`config.mk`:
```
export PLATFORM = sky130hd
export DESIGN_NAME = mem_wb_controller
export DESIGN_NICKNAME = d
export VERILOG_FILES = /design/src/rtl/mem_wb_controller_pkg.sv /design/src/rtl/mem_wb_controller.sv
export SDC_FILE = /design/constraint.sdc
export NUM_CORES = 1
export LEC_CHECK = 0
export BUFFER_PORTS_ARGS = -buffer_cell sky130_fd_sc_hd__buf_4
export CORE_AREA = 2 2 52 54
export DETAILED_ROUTE_END_ITERATION = 8
export DIE_AREA = 0 0 54 56
export PLACE_DENSITY = 0.52
export SLEW_MARGIN = 20
export SYNTH_ARGS = -nofsm -noshare
export SYNTH_HDL_FRONTEND = slang
export SYNTH_SLANG_ARGS = --single-unit
```
`constraint.sdc`:
```
create_clock -name clk -period 2.15 [get_ports clk]
set_input_delay 0.43 -clock clk [delete_from_list [all_inputs] [get_ports clk]]
set_output_delay 0.43 -clock clk [all_outputs]
set_load 0.02 [all_outputs]
```
`src/rtl/mem_wb_controller_pkg.sv`:
```
// mem_wb_controller_pkg
// Shared pipeline definitions for the MEM->WB boundary:
//   - writeback source select encodings driven on wb_sel
//   - state type of the data-memory access sequencer
package mem_wb_controller_pkg;

    // Writeback mux source select
    localparam logic [1:0] WB_SEL_PC  = 2'b00;  // return address of call
    localparam logic [1:0] WB_SEL_ALU = 2'b01;  // ALU result (ALU ops, jmpl)
    localparam logic [1:0] WB_SEL_MEM = 2'b10;  // data-memory read data

    typedef enum logic {
        IDLE   = 1'b0,
        ACCESS = 1'b1
    } mem_wb_state_t;

endpackage

```
`src/rtl/mem_wb_controller.sv`:
```
// mem_wb_controller
// Sequences the MEM->WB pipeline boundary around a variable-latency data
// memory. Decodes the MEM-stage instruction class, runs the data-memory
// request handshake, stalls IF..MEM while an access is outstanding and
// produces the registered writeback select / enable / destination.
//
// Parameters:
//   TIMEOUT  maximum number of ACCESS cycles before the access is aborted (>=2)
//   CNT_W    width of the access cycle counter
// Ports:
//   clk              clock, rising edge
//   rst_n            asynchronous active-low reset
//   MEM_call_instr   call in MEM (writes back PC)
//   MEM_jmpl_instr   jmpl in MEM (writes back ALU result)
//   MEM_load_instr   load in MEM (memory read)
//   MEM_store_instr  store in MEM (memory write, no writeback)
//   MEM_rf_enable    MEM instruction writes the register file
//   MEM_rd           MEM destination register
//   MEM_flush        squash MEM instruction / outstanding access
//   dm_ready         data memory completes the access this cycle
//   dm_req           registered data-memory request
//   dm_rw            1 = write, 0 = read; valid while dm_req
//   mem_stall        combinational freeze of IF..MEM
//   wb_sel           registered writeback source select
//   wb_rf_enable     registered register-file write enable
//   wb_rd            registered destination register
//   timeout_err      one-cycle pulse after an access timed out
module mem_wb_controller
    import mem_wb_controller_pkg::*;
#(
    parameter int TIMEOUT = 15,
    parameter int CNT_W   = $clog2(TIMEOUT + 1)
) (
    input  logic       clk,
    input  logic       rst_n,
    input  logic       MEM_call_instr,
    input  logic       MEM_jmpl_instr,
    input  logic       MEM_load_instr,
    input  logic       MEM_store_instr,
    input  logic       MEM_rf_enable,
    input  logic [4:0] MEM_rd,
    input  logic       MEM_flush,
    input  logic       dm_ready,
    output logic       dm_req,
    output logic       dm_rw,
    output logic       mem_stall,
    output logic [1:0] wb_sel,
    output logic       wb_rf_enable,
    output logic [4:0] wb_rd,
    output logic       timeout_err
);

    mem_wb_state_t    state_reg;
    logic [CNT_W-1:0] count_reg;

    logic mem_op;
    logic last_cycle;

    // jmpl selects the ALU result exactly like ordinary ALU instructions, so
    // it needs no decode of its own; only call steers wb_sel to the PC.
    logic unused_jmpl;
    assign unused_jmpl = MEM_jmpl_instr;

    // Call has priority over load/store: a call with the load bit set never
    // touches memory.
    assign mem_op     = (MEM_load_instr | MEM_store_instr) & ~MEM_call_instr & ~MEM_flush;
    assign last_cycle = (count_reg == CNT_W'(TIMEOUT - 1));

    // Stall is combinational so the request cycle itself already freezes the
    // front of the pipeline; the final ACCESS cycle (ready, flush or timeout)
    // releases it so MEM can advance at the same edge the FSM returns to IDLE.
    always_comb begin
        mem_stall = 1'b0;
        if (state_reg == IDLE) begin
            mem_stall = mem_op;
        end else begin
            mem_stall = ~dm_ready & ~MEM_flush & ~last_cycle;
        end
    end

    always_ff @(posedge clk or negedge rst_n) begin
        if (!rst_n) begin
            state_reg    <= IDLE;
            count_reg    <= '0;
            dm_req       <= 1'b0;
            dm_rw        <= 1'b0;
            wb_sel       <= WB_SEL_ALU;
            wb_rf_enable <= 1'b0;
            wb_rd        <= 5'd0;
            timeout_err  <= 1'b0;
        end else begin
            timeout_err <= 1'b0;
            case (state_reg)
                IDLE: begin
                    if (mem_op) begin
                        state_reg    <= ACCESS;
                        dm_req       <= 1'b1;
                        dm_rw        <= MEM_store_instr & ~MEM_load_instr;
                        count_reg    <= '0;
                        // WB sees a bubble until the access resolves.
                        wb_rf_enable <= 1'b0;
                    end else begin
                        wb_sel       <= MEM_call_instr ? WB_SEL_PC : WB_SEL_ALU;
                        wb_rf_enable <= MEM_rf_enable & ~MEM_flush;
                        wb_rd        <= MEM_rd;
                    end
                end

                ACCESS: begin
                    if (MEM_flush) begin
                        // Abort wins over a simultaneous ready.
                        state_reg    <= IDLE;
                        dm_req       <= 1'b0;
                        wb_rf_enable <= 1'b0;
                    end else if (dm_ready) begin
                        state_reg <= IDLE;
                        dm_req    <= 1'b0;
                        // MEM is frozen during the access, so MEM_rd and
                        // MEM_rf_enable still describe the load here.
                        if (!dm_rw) begin
                            wb_sel       <= WB_SEL_MEM;
                            wb_rf_enable <= MEM_rf_enable;
                            wb_rd        <= MEM_rd;
                        end else begin
                            wb_rf_enable <= 1'b0;
                        end
                    end else if (last_cycle) begin
                        state_reg    <= IDLE;
                        dm_req       <= 1'b0;
                        wb_rf_enable <= 1'b0;
                        timeout_err  <= 1'b1;
                    end else begin
                        count_reg    <= count_reg + CNT_W'(1);
                        wb_rf_enable <= 1'b0;
                    end
                end

                default: begin
                    state_reg <= IDLE;
                    dm_req    <= 1'b0;
                end
            endcase
        end
    end

endmodule

```
**Word-level counts from Yosys, hierarchy flattened**

Index checks and enable logic that the tools add are counted.

- Output and inout bits: 12
- Bits of input ports: 14
- Bits in registers: 16
- Word-level logic and storage cells: 71

- Eq/ne operators: 9
- Add/subtract/negate cells: 1
- Reduce and logical (&&, ||, !) cells: 4
- Bitwise gates (word level): 13
- Mux-type cells: 36

Operator list:

| kind | count |
|---|---|
| $mux 5 | 4 |
| $mux 1 | 18 |
| $mux 4 | 4 |
| $ne 2x2->1 const B | 7 |
| $pmux 5 s2 | 1 |
| $mux 2 | 4 |
| $pmux 4 s2 | 1 |
| $reduce_and 4->1 | 2 |
| $and 1x1->1 | 6 |
| $not 1->1 | 6 |
| $pmux 1 s2 | 3 |
| $add 4x1->4 const B | 1 |
| $eq 4x4->1 const B | 1 |
| $ne 4x3->1 const B | 1 |
| $pmux 2 s2 | 1 |
| $reduce_and 2->1 | 2 |
| $or 1x1->1 | 1 |

**Logic depth before layout (Yosys ltp)**

- Depth in word-level cells: 5
- Gate-level depth with buffers: 5
- Depth with buffers taken out: 5

**Worst setup path before layout**

Ideal clock, no wire load.

- Path type: input to output
- Start: input port MEM_flush
- End: output port mem_stall
- Stages: 3
- Buffers on the path: 1
- Data required time: 1.720 ns
- Arrival time: 1.356 ns
- Path slack: 0.364 ns
- Cells stage by stage: buf_6 or3b_1 o22ai_1

- Longest elaborated chain between the ends: 4
- Elaborated cells on any way between the ends: 5
- Those cells by class: mux (1); bitwise (4)

RTL lines:

| what | line | source |
|---|---|---|
| start: declaration | mem_wb_controller.sv:42 | `input logic MEM_flush,` |
| $not 1->1 (*) | mem_wb_controller.sv:66, mem_wb_controller.sv:77 |  |
| $and 1x1->1 (2 in series) | mem_wb_controller.sv:77 | `mem_stall = ~dm_ready & ~MEM_flush & ~last_cycle;` |
| $mux 1 (*) | mem_wb_controller.sv:74 | `if (state_reg == IDLE) begin` |
| end: declaration | mem_wb_controller.sv:46 | `output logic mem_stall,` |

Mark *: on every way between the ends. The rest lies on a longest branch, timed or not.

**Final worst setup path**

- Start: register state_reg
- End: output port mem_stall

- Longest elaborated chain between the ends: 1

RTL lines:

| what | line | source |
|---|---|---|
| start: declaration | mem_wb_controller.sv:53 | `mem_wb_state_t state_reg;` |
| start signal: assignment | mem_wb_controller.sv:83 | `state_reg <= IDLE;` |
| start signal: assignment | mem_wb_controller.sv:96 | `state_reg <= ACCESS;` |
| start signal: assignment | mem_wb_controller.sv:112 | `state_reg <= IDLE;` |
| $mux 1 | mem_wb_controller.sv:74 |  |

No other way between the ends.

==> flow_metrics.py <==
metrics = {
    "synth": {
        "synth_seq_cells": 16,
        "synth_compound_area_share_pct": 14.4,
        "synthFlopType": "dfrtp_1",
        "syn_area_um2": 808,
        "synthDistinctLibCells": 24,
        "yosys-mux-area-fraction_pct": 14.9,
        "yosys.area_share.xor_xnor_pct": 0,
        "yosysSeqAreaShare_pct": 49.7,
        "ys_warn_count": 0,
        "syn_area_per_cell_um2": 12.4,
        "syn_nets": 81,
        "synth_fa_ha_area_share_pct": 3.10,
        "synth_top_family_by_area": "multiplexers",
        "async_reset_ff_share_pct": 100,
        "synthSimpleGateAreaFrac_pct": 12.4,
        "synth_edf_count": 0,
        "syn_inst": 65,
    },
    "die": {
        "dieArea_um2": 3020,
        "die_w_um": 54,
        "initial_core_util_pct": 33.2,
        "io_pins": 26,
        "fp.coreArea_um2": 2430,
        "core.rowCount": 18,
        "chipHeight_um": 56,
    },
    "final_layout": {
        "n_antenna_cell": 0,
        "largest_reg_flops": 5,
        "fin_util_pct": 43.1,
        "layout-drive-gt1-share_pct": 41.9,
        "nNetsFinal": 110,
        "syn_to_final_growth_pct": 29.6,
    },
    "worst_setup_path": {
        "worst_setup_path_end_kind": "primary output",
        "cp-start-kind": "register",
        "path_class": "register to primary output",
        "arrival_ns": 1.60,
        "cp.required_ns": 1.72,
        "crit_fanout": 9,
    },
    "detailed_routing": {
        "drc_errors": 0,
        "via_count": 606,
        "wl_per_cell_um": 13.0,
        "drtIter0Drc": 10,
        "vias_per_cell": 4.93,
        "routed_wl_um": 1600,
        "postRouteAntennaNets": 0,
        "drtPass1Iterations": 4,
    },
    "clock_network": {
        "clk_latency_ns": 0.28,
        "root_buffer": "clkbuf_4",
        "cts_resized": 0,
        "htreeDepth": 1,
        "clkSlewWorstSetupHoldPaths_ns": 0.10,
        "clockBufferDepth": 2,
        "cts_tree": "built",
        "cts.sinks": 16,
        "cts_buffers": 3,
    },
    "sta": {
        "holdWs_ns": 0.313,
        "worst_slew_pin_slew_ns": 0.320,
        "relSlewSlack_pct": 78.7,
        "period_minus_slack_ns": 2.03,
        "setup_viol": 0,
        "setup_tns_ns": 0,
        "finalHoldViolations": 0,
        "fmax_mhz": 493,
        "final.setup_skew_ns": 0.00652,
        "rsz0062_at_grt": "false",
        "slew_violations": 0,
        "period_share_pct": 94.3,
    },
    "placement": {
        "place_hpwl_um": 1160,
        "portBuffers": 24,
        "place.gp.congestion": 0.672,
    },
    "worst_hold_path": {
        "hp-class": "primary input to register",
    },
    "power_and_ir_drop": {
        "total_power_w": 0.000788,
        "p_per_area_nw_per_um2": 752,
        "irDropWorstVdd_mv": 0.283,
        "p_leak_nw": 0.503,
    },
    "outcome": {
        "status": "completed",
    },
    "run": {
        "cap_violations": 0,
    },
    "grt": {
        "grt_pass1_wl_um": 2660,
        "grt_max_degree": 17,
        "gr-total-overflow": 0,
        "grt_pass1_vias": 623,
        "antenna_found_initial": 0,
        "grt_usage_pct": 12.1,
    },
}
power by group:
part	internal [W]	total, W	leakage (nW)	switching, W
registers	0.000350	0.000397	0.200	0.0000468
logic	0.000117	0.000223	0.288	0.000106
clock network	0.0000720	0.000168	0.0150	0.0000958
total	0.000539	0.000788	0.503	0.000249
metal layers:
metal	GRT usage (%)	up-vias	part of all wire, %
met1	15.0	293	44
met2	18.8	22	47
met4	4.29	0	0.50
li1	-	289	-
met5	0	-	0
met3	4.57	2	7.6
final cells by class:
class                           instances  area, um^2
Sequential cell                        16         402
Tap cell                               30        37.5
Fill cell                             249        1390
Clock buffer                            4        26.3
Inverter                                6        22.5
Multi-Input combinational cell         41         362
Timing Repair Buffer                   26         198
stage by stage:
step / cell area [um^2] / instances / setup slack, ns
2_1_floorplan: 808 / 65 / 0.364
3_3_place_gp: 1010 / 118 / 0.365
3_5_place_dp: 1010 / 118 / 0.380
4_1_cts: 1050 / 123 / 0.112
5_1_grt: 1050 / 123 / 0.0572
6_report: 1050 / 123 / 0.122
final timing paths:
kind | from | end | slack [ns] | cells after the start
setup / recovery | state_reg | mem_stall | 0.12 | 3
hold / removal | MEM_load_instr | dm_rw | 0.31 | 2
setup reg to reg | state_reg | count_reg[1] | 0.50 | 3
hold reg to reg | dm_req | dm_req | 0.49 | 1
max in group asynchronous | rst_n | wb_sel[0] | 1.36 | 2
min in group asynchronous | rst_n | count_reg[2] | 0.53 | 2
Yosys cell counts, drive strengths merged (2+ instances only):
library cell	n	share of area, %
dfrtp	15	46
nand3	3	1.9
inv	6	2.8
or3b	2	2.5
a21oi	3	1.9
a21o	2	1.9
ha	2	3.1
nor2	4	1.9
o22ai	4	4.8
mux2	6	11
nor3	4	2.5
buf	2	2.8
mux2i	3	3.7
critical path, cell delays in order (launching register included):
cell	delay, ns
dfrtp_1	0.54
or3b_1	0.47
o22ai_1	0.14
buf_4	0.16
layout by cell type, fill, tap and decap left out, drive strengths merged, types with 3 or more instances in the layout:
cell type / synthesis / routed
nand3: 3 / 3
clkbuf: 0 / 4
o22ai: 4 / 4
dfrtp: 15 / 15
mux2: 6 / 6
inv: 6 / 6
mux2i: 3 / 3
a21oi: 3 / 3
buf: 2 / 25
nor2: 4 / 4
nor3: 4 / 4
logic make-up after synthesis:
logic type      after synthesis
compound gates               13
flops                        16
mux                           9
simple gates                 17
fa+ha+maj                     2
buf+inv                       8
repair_timing:
action / CTS / global route
hold buffers: 1 / 0
endpoints found under the hold margin: 15 / 0
setup buffers: 0 / 0
Note: power is estimated with default switching activity, not from simulation.
